**config.mk**
```make
export PLATFORM = sky130hd
export DESIGN_NAME = gnn_0_example_weight_sched
export DESIGN_NICKNAME = d
export VERILOG_FILES = /design/src/rtl/gnn_0_example_weight_sched_pkg.sv /design/src/rtl/gnn_0_example_inst_fifo.sv /design/src/rtl/gnn_0_example_weight_sched.sv
export SDC_FILE = /design/constraint.sdc
export NUM_CORES = 1
export LEC_CHECK = 0
export CORE_MARGIN = 10
export CORE_UTILIZATION = 40
export DETAILED_ROUTE_END_ITERATION = 10
export PLACE_DENSITY_LB_ADDON = 0.12
export SYNTH_ARGS = -nofsm -noshare
export SYNTH_HDL_FRONTEND = slang
export SYNTH_HIERARCHICAL = 1
export SYNTH_SLANG_ARGS = --single-unit
export TNS_END_PERCENT = 5
```
**constraint.sdc**
```tcl
create_clock -name kernel_clk -period 10.3 [get_ports kernel_clk]
set_input_delay 1.545 -clock kernel_clk [delete_from_list [all_inputs] [get_ports kernel_clk]]
set_output_delay 1.545 -clock kernel_clk [all_outputs]
set_load 0.02 [all_outputs]
```
**src/rtl/gnn_0_example_weight_sched_pkg.sv**
```systemverilog
`default_nettype none
`timescale 1ns / 1ps
// +--------------------------------------------------------------------------+
// | gnn_0_example_weight_sched_pkg                                           |
// | Shared instruction layout and FSM encoding for the weight scheduler.     |
// | Rev 1.0                                                                  |
// +--------------------------------------------------------------------------+
package gnn_0_example_weight_sched_pkg;

    localparam int WEIGHT_INST_LENGTH = 96;

    localparam int C_BYTES_MSB        = 95;
    localparam int C_BYTES_LSB        = 80;
    localparam int C_DRAM_OFF_MSB     = 79;
    localparam int C_DRAM_OFF_LSB     = 64;
    localparam int C_BUF_LINE_MSB     = 63;
    localparam int C_BUF_LINE_LSB     = 48;
    localparam int C_BANK_BIT         = 32;
    localparam int C_SIGNAL_READY_BIT = 17;
    localparam int C_WAIT_RELEASE_BIT = 16;
    localparam int C_ID_MSB           = 15;
    localparam int C_ID_LSB           = 0;

    // Overlay of the 96-bit instruction; field order mirrors the bit positions above.
    typedef struct packed {
        logic [15:0] bytes;
        logic [15:0] dram_off;
        logic [15:0] buf_line;
        logic [14:0] rsvd_hi;
        logic        bank;
        logic [13:0] rsvd_lo;
        logic        signal_ready;
        logic        wait_release;
        logic [15:0] id;
    } weight_inst_t;

    typedef enum logic [1:0] {
        ST_IDLE   = 2'd0,
        ST_ISSUE  = 2'd1,
        ST_BUSY   = 2'd2,
        ST_COMMIT = 2'd3
    } sched_state_t;

    function automatic logic inst_is_empty(input weight_inst_t inst);
        return inst.bytes == 16'd0;
    endfunction

endpackage
`default_nettype wire

```
**src/rtl/gnn_0_example_inst_fifo.sv**
```systemverilog
`default_nettype none
`timescale 1ns / 1ps
// +--------------------------------------------------------------------------+
// | gnn_0_example_inst_fifo                                                  |
// | Show-ahead synchronous FIFO with count-based full/empty flags.           |
// | Rev 1.0                                                                  |
// +--------------------------------------------------------------------------+
module gnn_0_example_inst_fifo #(
    parameter int WIDTH = 96,
    parameter int DEPTH = 4
) (
    input  logic             clk,
    input  logic             rst_n,
    input  logic             push,
    input  logic [WIDTH-1:0] push_data,
    input  logic             pop,
    output logic [WIDTH-1:0] pop_data,
    output logic             full,
    output logic             empty
);
    import gnn_0_example_weight_sched_pkg::*;

    localparam int          C_AW    = $clog2(DEPTH);
    localparam logic [C_AW:0] C_FULL_CNT = (C_AW + 1)'(DEPTH);

    logic [WIDTH-1:0] r_mem [DEPTH];
    logic [C_AW-1:0]  r_rd_ptr;
    logic [C_AW-1:0]  r_wr_ptr;
    logic [C_AW:0]    r_count;
    logic             w_do_pop;
    logic             w_do_push;

    assign full      = (r_count == C_FULL_CNT);
    assign empty     = (r_count == '0);
    assign pop_data  = r_mem[r_rd_ptr];
    assign w_do_pop  = pop && !empty;
    // A full FIFO still takes a push when the head leaves in the same cycle.
    assign w_do_push = push && (!full || w_do_pop);

    always_ff @(posedge clk) begin
        if (w_do_push) begin
            r_mem[r_wr_ptr] <= push_data;
        end
    end

    always_ff @(posedge clk or negedge rst_n) begin
        if (!rst_n) begin
            r_rd_ptr <= '0;
            r_wr_ptr <= '0;
            r_count  <= '0;
        end else begin
            if (w_do_push) begin
                r_wr_ptr <= r_wr_ptr + 1'b1;
            end
            if (w_do_pop) begin
                r_rd_ptr <= r_rd_ptr + 1'b1;
            end
            case ({w_do_push, w_do_pop})
                2'b10:   r_count <= r_count + 1'b1;
                2'b01:   r_count <= r_count - 1'b1;
                default: r_count <= r_count;
            endcase
        end
    end

endmodule
`default_nettype wire

```
**src/rtl/gnn_0_example_weight_sched.sv**
```systemverilog
`default_nettype none
`timescale 1ns / 1ps
// +--------------------------------------------------------------------------+
// | gnn_0_example_weight_sched                                               |
// | Queues weight-load instructions, drives the loader handshake and tracks  |
// | occupancy of the two-bank weight buffer.                                 |
// | Rev 1.0                                                                  |
// +--------------------------------------------------------------------------+
module gnn_0_example_weight_sched #(
    parameter int WEIGHT_INST_LENGTH = 96,
    parameter int C_M_AXI_ADDR_WIDTH = 64,
    parameter int FIFO_DEPTH         = 4
) (
    input  logic                          kernel_clk,
    input  logic                          kernel_rst_n,
    input  logic                          inst_valid,
    output logic                          inst_ready,
    input  logic [WEIGHT_INST_LENGTH-1:0] inst_data,
    input  logic [C_M_AXI_ADDR_WIDTH-1:0] cfg_base_addr,
    output logic                          ap_start,
    input  logic                          ap_done,
    output logic [C_M_AXI_ADDR_WIDTH-1:0] ctrl_addr_offset,
    output logic [WEIGHT_INST_LENGTH-1:0] ctrl_instruction,
    output logic                          wt_ready_valid,
    output logic                          wt_ready_bank,
    input  logic                          wt_release,
    input  logic                          wt_release_bank,
    output logic [1:0]                    bank_full,
    output logic                          sched_idle,
    output logic [15:0]                   done_count,
    output logic                          err
);
    import gnn_0_example_weight_sched_pkg::*;

    sched_state_t                   r_state;
    logic                           r_ap_start;
    logic [C_M_AXI_ADDR_WIDTH-1:0]  r_addr_offset;
    logic [WEIGHT_INST_LENGTH-1:0]  r_ctrl_instruction;
    logic                           r_wt_ready_valid;
    logic                           r_wt_ready_bank;
    logic [1:0]                     r_bank_full;
    logic [15:0]                    r_done_count;
    logic                           r_err;

    logic [WEIGHT_INST_LENGTH-1:0]  w_fifo_head;
    logic                           w_fifo_full;
    logic                           w_fifo_empty;
    weight_inst_t                   w_head;
    weight_inst_t                   w_cur;
    logic                           w_head_ok;
    logic                           w_pop;
    logic                           w_head_zero;
    logic                           w_commit_now;
    logic                           w_commit_bank;
    logic                           w_commit_signal;
    logic                           w_spurious_done;
    logic                           w_bad_release;
    logic [1:0]                     w_bank_full_nxt;

    gnn_0_example_inst_fifo #(
        .WIDTH (WEIGHT_INST_LENGTH),
        .DEPTH (FIFO_DEPTH)
    ) u_inst_fifo (
        .clk       (kernel_clk),
        .rst_n     (kernel_rst_n),
        .push      (inst_valid),
        .push_data (inst_data),
        .pop       (w_pop),
        .pop_data  (w_fifo_head),
        .full      (w_fifo_full),
        .empty     (w_fifo_empty)
    );

    assign w_head      = weight_inst_t'(w_fifo_head);
    assign w_cur       = weight_inst_t'(r_ctrl_instruction);
    assign w_head_zero = inst_is_empty(w_head);

    // A head that waits on its bank blocks everything behind it (in-order queue).
    assign w_head_ok = !w_head.wait_release || !r_bank_full[w_head.bank];
    assign w_pop     = (r_state == ST_IDLE) && !w_fifo_empty && w_head_ok;

    // Completion is recorded on the edge that enters COMMIT so the outputs
    // are visible during the COMMIT cycle itself.
    assign w_commit_now    = ((r_state == ST_BUSY) && ap_done) || (w_pop && w_head_zero);
    assign w_commit_bank   = (r_state == ST_BUSY) ? w_cur.bank : w_head.bank;
    assign w_commit_signal = (r_state == ST_BUSY) ? w_cur.signal_ready : w_head.signal_ready;

    assign w_spurious_done = ap_done && (r_state != ST_BUSY);
    assign w_bad_release   = wt_release && !r_bank_full[wt_release_bank];

    // Set beats a concurrent release, both on the completing edge and in COMMIT.
    always_comb begin
        w_bank_full_nxt = r_bank_full;
        if (wt_release) begin
            w_bank_full_nxt[wt_release_bank] = 1'b0;
        end
        if (w_commit_now) begin
            w_bank_full_nxt[w_commit_bank] = 1'b1;
        end
        if (r_state == ST_COMMIT) begin
            w_bank_full_nxt[w_cur.bank] = 1'b1;
        end
    end

    always_ff @(posedge kernel_clk or negedge kernel_rst_n) begin
        if (!kernel_rst_n) begin
            r_state            <= ST_IDLE;
            r_ap_start         <= 1'b0;
            r_addr_offset      <= '0;
            r_ctrl_instruction <= '0;
            r_wt_ready_valid   <= 1'b0;
            r_wt_ready_bank    <= 1'b0;
            r_bank_full        <= 2'b00;
            r_done_count       <= 16'd0;
            r_err              <= 1'b0;
        end else begin
            r_ap_start       <= 1'b0;
            r_wt_ready_valid <= 1'b0;
            r_addr_offset    <= cfg_base_addr;
            r_bank_full      <= w_bank_full_nxt;
            r_err            <= r_err | w_spurious_done | w_bad_release;

            if (w_commit_now) begin
                r_done_count <= r_done_count + 16'd1;
                if (w_commit_signal) begin
                    r_wt_ready_valid <= 1'b1;
                    r_wt_ready_bank  <= w_commit_bank;
                end
            end

            case (r_state)
                ST_IDLE: begin
                    if (w_pop) begin
                        r_ctrl_instruction <= w_fifo_head;
                        if (w_head_zero) begin
                            r_state <= ST_COMMIT;
                        end else begin
                            r_state    <= ST_ISSUE;
                            r_ap_start <= 1'b1;
                        end
                    end
                end
                ST_ISSUE: begin
                    r_state <= ST_BUSY;
                end
                ST_BUSY: begin
                    if (ap_done) begin
                        r_state <= ST_COMMIT;
                    end
                end
                ST_COMMIT: begin
                    r_state <= ST_IDLE;
                end
                default: begin
                    r_state <= ST_IDLE;
                end
            endcase
        end
    end

    assign inst_ready       = !w_fifo_full || w_pop;
    assign sched_idle       = w_fifo_empty && (r_state == ST_IDLE);
    assign ap_start         = r_ap_start;
    assign ctrl_addr_offset = r_addr_offset;
    assign ctrl_instruction = r_ctrl_instruction;
    assign wt_ready_valid   = r_wt_ready_valid;
    assign wt_ready_bank    = r_wt_ready_bank;
    assign bank_full        = r_bank_full;
    assign done_count       = r_done_count;
    assign err              = r_err;

endmodule
`default_nettype wire
```
==> run summary <==
### Run status
- run status: completed

### CTS
- clock transition at the registers of the reported paths: 0.06 ns
- hold_buf cts: 0
- htree depth: 2
- maximum count of clock buffers along a single path: 3
- Inserted Clock Buffers: 59
- clock tree root buffer cell: sky130_fd_sc_hd__clkbuf_16
- CTS tree: built
- cells resized by post-CTS repair: 0
- TritonCTS sink count: 575
- Clk Latency, worst-skew pair: 0.61 ns
- postcts setup bufs: 0

### Floorplanning
- die boundary width: 248 µm
- floorplan die area: 0.0613 mm²
- Die Y-Extent: 248 µm
- core region area: 0.0513 mm²
- Row Count: 83
- IO Count: 350
- initial core utilization: 40.4%

### Synth
- synthesized area per cell: 22.3 µm²
- synthesized netlist net count: 1106
- yosys synthesis warning count: 6
- top cells by area, synth: sky130_fd_sc_hd__edfxtp_1, sky130_fd_sc_hd__dfrtp_1, sky130_fd_sc_hd__mux4_2
- cell area after technology mapping: 0.0207 mm²
- area fraction of the dominant cell type after synthesis: 55.7%
- sequential share of the synthesized area: 78.8%
- post-synthesis instance total: 929
- Async S/R FF share, synth: 33.2%
- count of flip-flops with a built-in enable after synthesis: 384
- count of state elements after synthesis: 575
- ys flop type: sky130_fd_sc_hd__edfxtp_1
- largest area contributor in the netlist: sky130_fd_sc_hd__edfxtp_1
- Unique masters post-synth: 42

### STA
- final total negative setup slack: 0 ns
- Worst slew margin: 30.7%
- minimum clock period after layout: 4.83 ns
- number of max-slew violations in the final report: 0
- RSZ-0062 raised after global routing: false
- transition time at the pin with the least slew margin: 1.04 ns
- FMAX: 207 MHz
- Hold WS: 0.478 ns
- Clock Skews: 0.0150 ns
- number of failing setup endpoints in the final timing report: 0
- fraction of the cycle the final worst path needs: 46.9%
- number of hold-slack violations in the final timing report: 0

### Global routing
- overall routing resource usage: 15.1%
- pin count of the biggest net entering global routing: 76
- wire length of the first global-routing pass: 70000 µm
- initial antenna violation count: 2
- via count of the first global-routing pass: 10900
- global-route congestion overflow total: 0

### Final layout
- antenna cells: 0
- nets@finish: 1490
- share of layout cells above drive strength 1: 23.1%
- layout overhead on the synthesized area: 30.0%
- most frequent standard cell in the layout excluding fill and tap cells: sky130_fd_sc_hd__edfxtp_1
- commonest cells after routing, fill and taps aside: sky130_fd_sc_hd__edfxtp_1, sky130_fd_sc_hd__clkdlybuf4s50_1, sky130_fd_sc_hd__dfrtp_1

### Place
- HPWL reported at the end of detailed placement: 30500 µm
- final weighted congestion of routability-driven global placement: 0.709
- count of buffers from port buffering: 349

### Routing
- total number of vias: 10100
- mean number of vias per cell: 4.93
- Avg WL per Cell: 23.0 µm
- Post-DRT Antenna Nets: 0
- number of design-rule violations left by the first detailed-router iteration: 594
- DR DRC count: 0
- Pre-Repair DR Iteration Count: 5
- final wirelength: 46900 µm

### Worst setup path
- Arr. time, crit path: 3.28 ns
- Setup CP Type: reg -> out
- category of the worst setup path capture point: output port
- list of cells traversed by the critical path: mux4_2 -> mux2_4 -> a21oi_4 -> nand2b_1 -> clkdlybuf4s50_1
- highest-delay cell along the critical path: sky130_fd_sc_hd__dfrtp_4
- critical path launch point type: register
- largest fanout on the critical path: 23
- data required time of the critical path: 8.76 ns
- highest cell delay on the worst timing path: 0.75 ns

### Flow run
- max capacitance violation total: 0

### Power
- part of the total power dissipated in the clock network: 27.1%
- Internal Pwr Total: 5.61 mW
- Pwr Density: 296 mW/mm²
- share of total power consumed by net switching: 29.6%
- part of the power in combinational logic: 30.7%
- VDD IR-drop max: 0.176 mV
- net switching power: 2.36 mW
- leak pwr: 9.60 nW
- relative contribution of sequential cells to total power: 42.2%

### Hold path
- path category of the worst min-delay check: reg -> reg

-- cell families after synthesis --
| group | Yosys count | synth area share, % |
|---|---|---|
| adders and majority gates | 11 | 0.701 |
| buffers and inverters | 50 | 1.32 |
| and+or+nand+nor | 58 | 1.67 |
| DFF | 575 | 78.8 |
| muxes | 198 | 16.0 |
| xor gates and xnor gates | 21 | 0.888 |
| AOI/OAI and AO/OA | 16 | 0.671 |
-- state kept, by name, indices dropped and copies added (netlist names) --
register              count
err                       1
wt_ready_bank             1
r_state                   2
ctrl_addr_offset         64
u_inst_fifo/r_rd_ptr      2
ctrl_instruction         96
u_inst_fifo/r_count       3
u_inst_fifo/r_wr_ptr      2
u_inst_fifo/r_mem       384
wt_ready_valid            1
bank_full                 2
done_count               16
ap_start                  1
-- synth_stat cells, types with 2 or more instances --
cell type	count
sky130_fd_sc_hd__nor4_1	5
sky130_fd_sc_hd__o21ai_0	4
sky130_fd_sc_hd__clkbuf_1	7
sky130_fd_sc_hd__dfrtp_1	191
sky130_fd_sc_hd__mux2_2	96
sky130_fd_sc_hd__ha_1	10
sky130_fd_sc_hd__buf_6	4
sky130_fd_sc_hd__buf_4	9
sky130_fd_sc_hd__nand2_1	15
sky130_fd_sc_hd__xnor2_1	9
sky130_fd_sc_hd__nor4_4	2
sky130_fd_sc_hd__xor2_1	12
sky130_fd_sc_hd__buf_2	17
sky130_fd_sc_hd__nor3_1	7
sky130_fd_sc_hd__nor2b_1	2
sky130_fd_sc_hd__edfxtp_1	384
sky130_fd_sc_hd__mux2_4	2
sky130_fd_sc_hd__a21oi_1	2
sky130_fd_sc_hd__inv_1	13
sky130_fd_sc_hd__and2_2	4
sky130_fd_sc_hd__and2_1	2
sky130_fd_sc_hd__nor2_1	3
sky130_fd_sc_hd__nand4_1	5
sky130_fd_sc_hd__nand2b_1	2
sky130_fd_sc_hd__mux4_2	96
sky130_fd_sc_hd__nand3_1	7
sky130_fd_sc_hd__mux2i_1	4
-- through the flow --
stage                     worst slack (ns)  util, %  power [mW]  instance area [µm²]  instances
after floorplan                       6.22        -        4.92                20700        929
after global placement                5.50     48.6        5.91                24900       1932
after detailed placement              5.48     48.6        5.93                24900       1932
after CTS                             5.32     52.5        8.13                26900       2041
after global routing                  5.29     52.5        8.39                26900       2041
final                                 5.47     52.5        7.97                26900       2041
-- path summary, 6_finish.rpt --
path                                                startpoint                             endpoint  slack, ns  cells past startpoint
setup / recovery           u_inst_fifo/r_rd_ptr[0]$_DFFE_PN0P_                           inst_ready       5.47                      5
hold / removal                      done_count[15]$_DFFE_PN0N_           done_count[15]$_DFFE_PN0N_       0.48                      1
setup reg to reg           u_inst_fifo/r_rd_ptr[0]$_DFFE_PN0P_   u_inst_fifo/r_mem[2][90]$_DFFE_PP_       5.61                      7
hold reg to reg                     done_count[15]$_DFFE_PN0N_           done_count[15]$_DFFE_PN0N_       0.48                      1
max in group asynchronous                         kernel_rst_n  u_inst_fifo/r_rd_ptr[1]$_DFFE_PN0P_       8.00                      2
min in group asynchronous                         kernel_rst_n     ctrl_instruction[27]$_DFFE_PN0P_       0.93                      1
-- critical path, delay by kind of cell (launching register included) --
kind / cells / cell delay, ns
flops: 1 / 0.75
buf+inv: 1 / 0.63
mux: 2 / 0.98
simple gates: 1 / 0.18
compound gates: 1 / 0.14
-- per-layer routing --
layer  global-route usage (%)  share of wire [%]  wire [µm]  up-vias
met5                        0              0.068         32        -
met4                     4.38                2.1        967        4
li1                         -                  -          -     4445
met3                     3.74                6.9       3260       72
met2                     24.3                 49      22800      300
met1                     20.2                 42      19900     5247
-- area by class of cell --
type	instances	area [µm²]
multi-input combinational	304	4130
sequential	575	16300
inverter	13	48.8
clock inverter	25	272
timing repair buffer	360	3580
fill	4133	24400
tap	680	851
clock buffer	84	1730
-- power groups by stage --
stage | Combinational (mW) | Clock [mW] | Sequential, mW
after floorplan | 1.35 | 0 | 3.56
after global routing | 2.63 | 2.33 | 3.43
after detailed placement | 2.51 | 0 | 3.43
final | 2.45 | 2.16 | 3.37
after global placement | 2.50 | 0 | 3.41
after CTS | 2.52 | 2.22 | 3.38
No activity file was read; power rests on OpenSTA's default activity.
